File: config.mk
export PLATFORM = sky130hd
export DESIGN_NAME = laser_host_flat
export DESIGN_NICKNAME = d
export VERILOG_FILES = /design/src/rtl/laser_pkg.sv /design/src/rtl/laser_host_if.sv /design/src/rtl/laser_cover_check.sv /design/src/rtl/laser_host.sv /design/src/flat_wrapper.sv
export SDC_FILE = /design/constraint.sdc
export NUM_CORES = 1
export LEC_CHECK = 0
export BUFFER_PORTS_ARGS = -buffer_cell sky130_fd_sc_hd__buf_2
export CAP_MARGIN = 30
export CORE_ASPECT_RATIO = 0.8
export CORE_UTILIZATION = 50
export DETAILED_ROUTE_END_ITERATION = 16
export PLACE_DENSITY_LB_ADDON = 0.12
export SETUP_SLACK_MARGIN = 0.4
export SLEW_MARGIN = 20
export SYNTH_ARGS = -nofsm -noshare
export SYNTH_HDL_FRONTEND = slang
export SYNTH_SLANG_ARGS = --single-unit
File: constraint.sdc
create_clock -name CLK -period 11.1 [get_ports CLK]
set_input_delay 0 -clock CLK [delete_from_list [all_inputs] [get_ports CLK]]
set_output_delay 0 -clock CLK [all_outputs]
set_load 0.02 [all_outputs]
File: src/rtl/laser_pkg.sv
// Shared constants and types for the LASER host front end.
package laser_pkg;

    localparam int OBJ_NUM = 40;
    localparam int R2      = 16;
    localparam int TIMEOUT = 4095;

    typedef enum logic [2:0] {
        ST_IDLE,
        ST_RSTDUT,
        ST_STREAM,
        ST_WAIT,
        ST_SCORE,
        ST_REPORT
    } state_t;

    typedef struct packed {
        logic [3:0] y;
        logic [3:0] x;
    } point_t;

endpackage

File: src/rtl/laser_host_if.sv
// Loader and engine point/centre bus; master is the host front end, slave is loader + engine.
interface laser_host_if;

    logic       LD_VALID;
    logic [3:0] LD_X;
    logic [3:0] LD_Y;
    logic       LD_READY;

    logic       LRST;
    logic [3:0] X;
    logic [3:0] Y;
    logic       DONE;
    logic [3:0] C1X;
    logic [3:0] C1Y;
    logic [3:0] C2X;
    logic [3:0] C2Y;

    modport master (
        input  LD_VALID, LD_X, LD_Y,
        output LD_READY,
        output LRST, X, Y,
        input  DONE, C1X, C1Y, C2X, C2Y
    );

    modport slave (
        output LD_VALID, LD_X, LD_Y,
        input  LD_READY,
        input  LRST, X, Y,
        output DONE, C1X, C1Y, C2X, C2Y
    );

endinterface

File: src/rtl/laser_cover_check.sv
// Combinational coverage test: is the point within radius sqrt(R2) of the centre.
module laser_cover_check #(
    parameter int R2 = laser_pkg::R2
) (
    input  laser_pkg::point_t point,
    input  laser_pkg::point_t centre,
    output logic              covered
);
    import laser_pkg::*;

    localparam logic [7:0] R2_8 = 8'(R2);

    logic [3:0] dx;
    logic [3:0] dy;
    logic [7:0] dx8;
    logic [7:0] dy8;
    logic [7:0] dist2;

    // The sum deliberately wraps at 8 bits, matching the engine's own arithmetic.
    always_comb begin
        dx    = (point.x > centre.x) ? (point.x - centre.x) : (centre.x - point.x);
        dy    = (point.y > centre.y) ? (point.y - centre.y) : (centre.y - point.y);
        dx8   = {4'd0, dx};
        dy8   = {4'd0, dy};
        dist2 = dx8 * dx8 + dy8 * dy8;
    end

    assign covered = (dist2 <= R2_8);

endmodule

File: src/rtl/laser_host.sv
// Buffers a frame of target points, drives the LASER engine and scores the returned centres.
module laser_host #(
    parameter int OBJ_NUM = laser_pkg::OBJ_NUM,
    parameter int R2      = laser_pkg::R2,
    parameter int TIMEOUT = laser_pkg::TIMEOUT
) (
    input  logic                CLK,
    input  logic                RST,
    input  logic                START,
    output logic                BUSY,
    output logic [5:0]          SCORE,
    output logic                SCORE_VALID,
    output logic                ERR,
    laser_host_if.master        bus
);
    import laser_pkg::*;

    localparam int PW = $clog2(OBJ_NUM + 1);
    localparam int TW = $clog2(TIMEOUT + 1);
    localparam logic [PW-1:0] LAST = PW'(OBJ_NUM - 1);
    localparam logic [PW-1:0] FULL = PW'(OBJ_NUM);

    state_t            state_reg;
    logic [PW-1:0]     wr_ptr_reg;
    logic [PW-1:0]     cnt_reg;
    logic [PW-1:0]     rd_addr;
    logic [TW-1:0]     timer_reg;
    logic              expired_reg;
    point_t [1:0]      centre_reg;
    point_t            rd_reg;
    logic [5:0]        acc_reg;
    logic [5:0]        acc_next;
    logic [5:0]        score_reg;
    logic              score_valid_reg;
    logic              err_reg;
    logic [1:0]        hit;
    logic              full;
    logic              wr_en;

    point_t mem [OBJ_NUM];

    assign full         = (wr_ptr_reg == FULL);
    assign bus.LD_READY = (state_reg == ST_IDLE) && (wr_ptr_reg < FULL);
    assign wr_en        = bus.LD_VALID && bus.LD_READY;

    // Read address runs one ahead of cnt so the registered read lines up with cnt.
    always_comb begin
        rd_addr = '0;
        if ((state_reg == ST_STREAM || state_reg == ST_SCORE) && cnt_reg != LAST) begin
            rd_addr = cnt_reg + 1'b1;
        end
    end

    always_ff @(posedge CLK) begin
        if (wr_en) begin
            mem[wr_ptr_reg] <= '{y: bus.LD_Y, x: bus.LD_X};
        end
        rd_reg <= mem[rd_addr];
    end

    for (genvar gi = 0; gi < 2; gi++) begin : g_cover
        laser_cover_check #(.R2(R2)) u_cover (
            .point   (rd_reg),
            .centre  (centre_reg[gi]),
            .covered (hit[gi])
        );
    end

    assign acc_next = acc_reg + {5'd0, |hit};

    always_ff @(posedge CLK or posedge RST) begin
        if (RST) begin
            state_reg       <= ST_IDLE;
            wr_ptr_reg      <= '0;
            cnt_reg         <= '0;
            timer_reg       <= '0;
            expired_reg     <= 1'b0;
            centre_reg      <= '0;
            acc_reg         <= '0;
            score_reg       <= '0;
            score_valid_reg <= 1'b0;
            err_reg         <= 1'b0;
        end else begin
            score_valid_reg <= 1'b0;
            case (state_reg)
                ST_IDLE: begin
                    if (wr_en) begin
                        wr_ptr_reg <= wr_ptr_reg + 1'b1;
                    end
                    if (START && full) begin
                        err_reg   <= 1'b0;
                        state_reg <= ST_RSTDUT;
                    end
                end
                ST_RSTDUT: begin
                    cnt_reg   <= '0;
                    state_reg <= ST_STREAM;
                end
                ST_STREAM: begin
                    if (cnt_reg == LAST) begin
                        cnt_reg     <= '0;
                        timer_reg   <= '0;
                        expired_reg <= 1'b0;
                        state_reg   <= ST_WAIT;
                    end else begin
                        cnt_reg <= cnt_reg + 1'b1;
                    end
                end
                ST_WAIT: begin
                    // Expiry is registered, so the last WAIT cycle is w+TIMEOUT and DONE still wins there.
                    timer_reg   <= timer_reg + 1'b1;
                    expired_reg <= (timer_reg == TW'(TIMEOUT - 1));
                    if (bus.DONE) begin
                        centre_reg[0] <= '{y: bus.C1Y, x: bus.C1X};
                        centre_reg[1] <= '{y: bus.C2Y, x: bus.C2X};
                        acc_reg       <= '0;
                        cnt_reg       <= '0;
                        state_reg     <= ST_SCORE;
                    end else if (expired_reg) begin
                        err_reg         <= 1'b1;
                        score_reg       <= '0;
                        score_valid_reg <= 1'b1;
                        state_reg       <= ST_REPORT;
                    end
                end
                ST_SCORE: begin
                    acc_reg <= acc_next;
                    if (cnt_reg == LAST) begin
                        score_reg       <= acc_next;
                        score_valid_reg <= 1'b1;
                        state_reg       <= ST_REPORT;
                    end else begin
                        cnt_reg <= cnt_reg + 1'b1;
                    end
                end
                ST_REPORT: begin
                    wr_ptr_reg <= '0;
                    state_reg  <= ST_IDLE;
                end
                default: state_reg <= ST_IDLE;
            endcase
        end
    end

    assign bus.LRST    = RST | (state_reg == ST_RSTDUT);
    assign bus.X       = (state_reg == ST_STREAM) ? rd_reg.x : 4'd0;
    assign bus.Y       = (state_reg == ST_STREAM) ? rd_reg.y : 4'd0;
    assign BUSY        = (state_reg != ST_IDLE);
    assign SCORE       = score_reg;
    assign SCORE_VALID = score_valid_reg;
    assign ERR         = err_reg;

endmodule

File: src/flat_wrapper.sv
// flat-port wrapper written by rule: the top's interface ports become plain ports
module laser_host_flat import laser_pkg::*;
#(
    parameter int OBJ_NUM = laser_pkg::OBJ_NUM,
    parameter int R2      = laser_pkg::R2,
    parameter int TIMEOUT = laser_pkg::TIMEOUT
)
  (CLK, RST, START, BUSY, SCORE, SCORE_VALID, ERR, bus_LD_VALID, bus_LD_X, bus_LD_Y, bus_LD_READY, bus_LRST, bus_X, bus_Y, bus_DONE, bus_C1X, bus_C1Y, bus_C2X, bus_C2Y);
  laser_host_if bus_i ();
  input  logic CLK;
  input  logic RST;
  input  logic START;
  output logic BUSY;
  output logic [5:0] SCORE;
  output logic SCORE_VALID;
  output logic ERR;
  input wire logic [$bits(bus_i.LD_VALID)-1:0] bus_LD_VALID;
  input wire logic [$bits(bus_i.LD_X)-1:0] bus_LD_X;
  input wire logic [$bits(bus_i.LD_Y)-1:0] bus_LD_Y;
  output wire logic [$bits(bus_i.LD_READY)-1:0] bus_LD_READY;
  output wire logic [$bits(bus_i.LRST)-1:0] bus_LRST;
  output wire logic [$bits(bus_i.X)-1:0] bus_X;
  output wire logic [$bits(bus_i.Y)-1:0] bus_Y;
  input wire logic [$bits(bus_i.DONE)-1:0] bus_DONE;
  input wire logic [$bits(bus_i.C1X)-1:0] bus_C1X;
  input wire logic [$bits(bus_i.C1Y)-1:0] bus_C1Y;
  input wire logic [$bits(bus_i.C2X)-1:0] bus_C2X;
  input wire logic [$bits(bus_i.C2Y)-1:0] bus_C2Y;
  assign bus_i.LD_VALID = bus_LD_VALID;
  assign bus_i.LD_X = bus_LD_X;
  assign bus_i.LD_Y = bus_LD_Y;
  assign bus_LD_READY = bus_i.LD_READY;
  assign bus_LRST = bus_i.LRST;
  assign bus_X = bus_i.X;
  assign bus_Y = bus_i.Y;
  assign bus_i.DONE = bus_DONE;
  assign bus_i.C1X = bus_C1X;
  assign bus_i.C1Y = bus_C1Y;
  assign bus_i.C2X = bus_C2X;
  assign bus_i.C2Y = bus_C2Y;
  laser_host #(.OBJ_NUM(OBJ_NUM), .R2(R2), .TIMEOUT(TIMEOUT)) u_core (.CLK(CLK), .RST(RST), .START(START), .BUSY(BUSY), .SCORE(SCORE), .SCORE_VALID(SCORE_VALID), .ERR(ERR), .bus(bus_i));
endmodule
==> out/qor.txt <==
Fin crit share -> 0.665
Nature of the critical path endpoint -> register
CTS H-Tree Depth -> 2
CP startpoint kind -> register
Netlist Area Pre-Place -> 17900 um2
Overflow left after global routing -> 0
Largest net degree at the start of global routing -> 60
Clock edge transition at the registers on the reported setup and hold paths -> 0.06 ns
Slew margin rel. -> 0.335
Final Routed Wirelength -> 43.7 mm
TritonCTS Buffers -> 40
Fin area -> 20100 um2
Die W -> 213 um
DP Area -> 18500 um2
Die height -> 171 um
Max Root-Sink Buffers -> 3
Cts hold-fix bufs -> 20
Seq/Total Area, Yosys -> 0.628
Post-Syn Nets -> 1515
Max Slew Vio Count -> 0
Worst r2r src -> u_core.rd_reg[5]
Max Cap Viol -> 0
# rows -> 61
Critical path buffer and inverter count -> 2
Starting DRT DRC Count -> 1143
Initial antenna violation count -> 0
Placeable Area -> 35000 um2
Post-Syn Instances -> 1391
Ys Warns -> 0
Fin. Hold Viols -> 0
Routability congestion estimate -> 0.868
Share of layout cells above drive strength 1 -> 0.110
DRT Pass-1 Iters -> 7
Number of global-route vias before repair -> 11100
CTS tree -> built
Fin nets -> 1576
Max reg flops -> 320
First-pass GRT wire length -> 66.9 mm
Worst setup path start -> u_core.rd_reg[5]
Initial core utilization -> 0.511
P&R area growth vs syn -> 12.7%
Antenna Nets Post-Route -> 0
Worst stage delay on the critical path -> 0.57 ns
Post-synth top flop -> edfxtp_1
Slew at the pin closest to its max-slew limit -> 0.990 ns
Final core occ -> 0.576
Setup TNS -> 0 ns
Slowest cell on the critical path -> fa_1
Vias/cell -> 5.89
DRC -> 0
Later-pin clock latency in the skew report -> 0.55 ns
Crit Path Category -> reg -> reg
Tot GR Track Use -> 0.247
Final min period -> 7.39 ns
Die area -> 36500 um2
Port Buffer Count -> 47
Number of distinct library cells after synthesis -> 64
Cell family with most CP delay -> adder cells
Worst hold start -> START
Status -> complete, no violations
Post-synth EDFFs -> 320
Worst EP required -> 11.56 ns
Crit path top cell by count -> fa_1
FF+latch count, synth -> 386
Post-CTS Setup Inserts -> 0
Mapped Avg Cell Area -> 12.8 um2
Routed WL per cell -> 22.3 um
CP arrival -> 7.85 ns
Vias -> 11500
Hold crit path type -> in -> reg
# setup viols final -> 0
Post-CTS sizing -> 0
Final Skew -> 0.0260 ns
CP Max Fanout -> 5
N_diodes -> 0
Unrepaired setup endpoints after global routing -> false
IO Pins -> 48
Maximum clock rate -> 0.135 GHz
Clock sinks -> 386
Fraction of registers with async set/reset -> 0.150
HPWL after DPL -> 28.2 mm
Root buffer cell -> clkbuf_16
## area by class of cell
| type | instances | area (um2) |
|---|---|---|
| clock buffer | 48 | 1070 |
| inverter | 88 | 330 |
| sequential | 386 | 11200 |
| clock inverter | 26 | 339 |
| multi-input combinational | 860 | 6070 |
| timing repair buffer | 76 | 503 |
| fill | 2866 | 14800 |
| tap | 472 | 591 |
## cell families after synthesis
| group | Yosys count | share of synthesized area |
|---|---|---|
| multiplexers | 63 | 0.0371 |
| adder cells (fa/ha/maj) | 95 | 0.0791 |
| AO/OA/AOI/OAI | 252 | 0.0984 |
| buffers and inverters | 145 | 0.0328 |
| XOR/XNOR | 33 | 0.0162 |
| flip-flops | 386 | 0.628 |
| AND/OR/NAND/NOR | 417 | 0.108 |
## per-stage QoR
| step | hold slack [ns] | setup WS, ns | std cells |
|---|---|---|---|
| floorplan | 0.0989 | 4.57 | 1391 |
| global placement | 0.231 | 3.96 | 1862 |
| detailed placement | 0.236 | 3.75 | 1862 |
| CTS | 0.0150 | 3.72 | 1956 |
| global route | 0.0998 | 3.31 | 1956 |
| finish | 0.0476 | 3.71 | 1956 |
## worst register-to-register path: stages (launching register included)
cell and delay [ns]:
dfxtp_1 0.47, inv_1 0.21, ha_1 0.36, and4_1 0.21, nor3_1 0.41, and3b_1 0.26
or3b_2 0.14, nand2_1 0.08, or2_2 0.30, fa_1 0.57, fa_1 0.45, fa_1 0.55
inv_1 0.06, fa_1 0.47, ha_1 0.24, fa_1 0.41, a21o_1 0.20, a21oi_1 0.22
xnor2_1 0.17, xnor2_1 0.17, o22ai_1 0.22, ha_1 0.22, nand3_1 0.17, or3_1 0.38
a21oi_1 0.19, mux2_2 0.19
## layer usage
layer	part of all wire	wire length, um	global-route usage
met2	0.43	18700	0.355
met3	0.072	3140	0.0420
met5	0	0	0
met4	0.020	871	0.0606
met1	0.48	21000	0.387
## cell usage after synthesis, types with 9 or more instances
master | instances | share of area
a211oi_1 | 20 | 0.0084
a21o_1 | 18 | 0.0076
a21oi_1 | 32 | 0.0090
a32oi_1 | 14 | 0.0069
and3_1 | 28 | 0.0098
buf_2 | 18 | 0.0050
clkbuf_1 | 31 | 0.0065
dfrtp_1 | 58 | 0.081
edfxtp_1 | 320 | 0.54
fa_1 | 30 | 0.034
ha_1 | 65 | 0.046
inv_1 | 88 | 0.018
mux2_2 | 26 | 0.016
mux2i_1 | 37 | 0.021
nand2_1 | 165 | 0.035
nand3_1 | 64 | 0.018
nand4_1 | 9 | 0.0032
nor2_1 | 85 | 0.018
nor3_1 | 13 | 0.0036
o2111ai_1 | 14 | 0.0069
o211ai_1 | 12 | 0.0050
o21ai_0 | 52 | 0.015
o221ai_1 | 17 | 0.0083
o22ai_1 | 27 | 0.0095
or3_1 | 10 | 0.0035
xnor2_1 | 15 | 0.0074
xor2_1 | 18 | 0.0088
## path summary, 6_finish.rpt
check	to	slack (ns)	depth (start not counted)
max	u_core.SCORE[5]	3.71	25
min in group asynchronous	u_core.timer_reg[9]	0.24	4
max in group asynchronous	u_core.cnt_reg[4]	10.34	4
max reg2reg	u_core.SCORE[5]	3.71	25
min reg2reg	u_core.timer_reg[8]	0.48	1
min	u_core.state_reg[0]	0.05	5
## placed cells by master (no fill, tap or decap), types with 37 or more instances in the layout
cell,count
mux2i_1,37
o21ai_0,52
nor2_1,85
buf_2,47
inv_1,87
clkbuf_16,41
edfxtp_1,320
nand3_1,63
ha_1,65
dfrtp_1,58
nand2_1,165
Power is left out: the tool's default activity adds up to more than one toggle a clock period on the data nets, which glitch-free logic cannot reach.
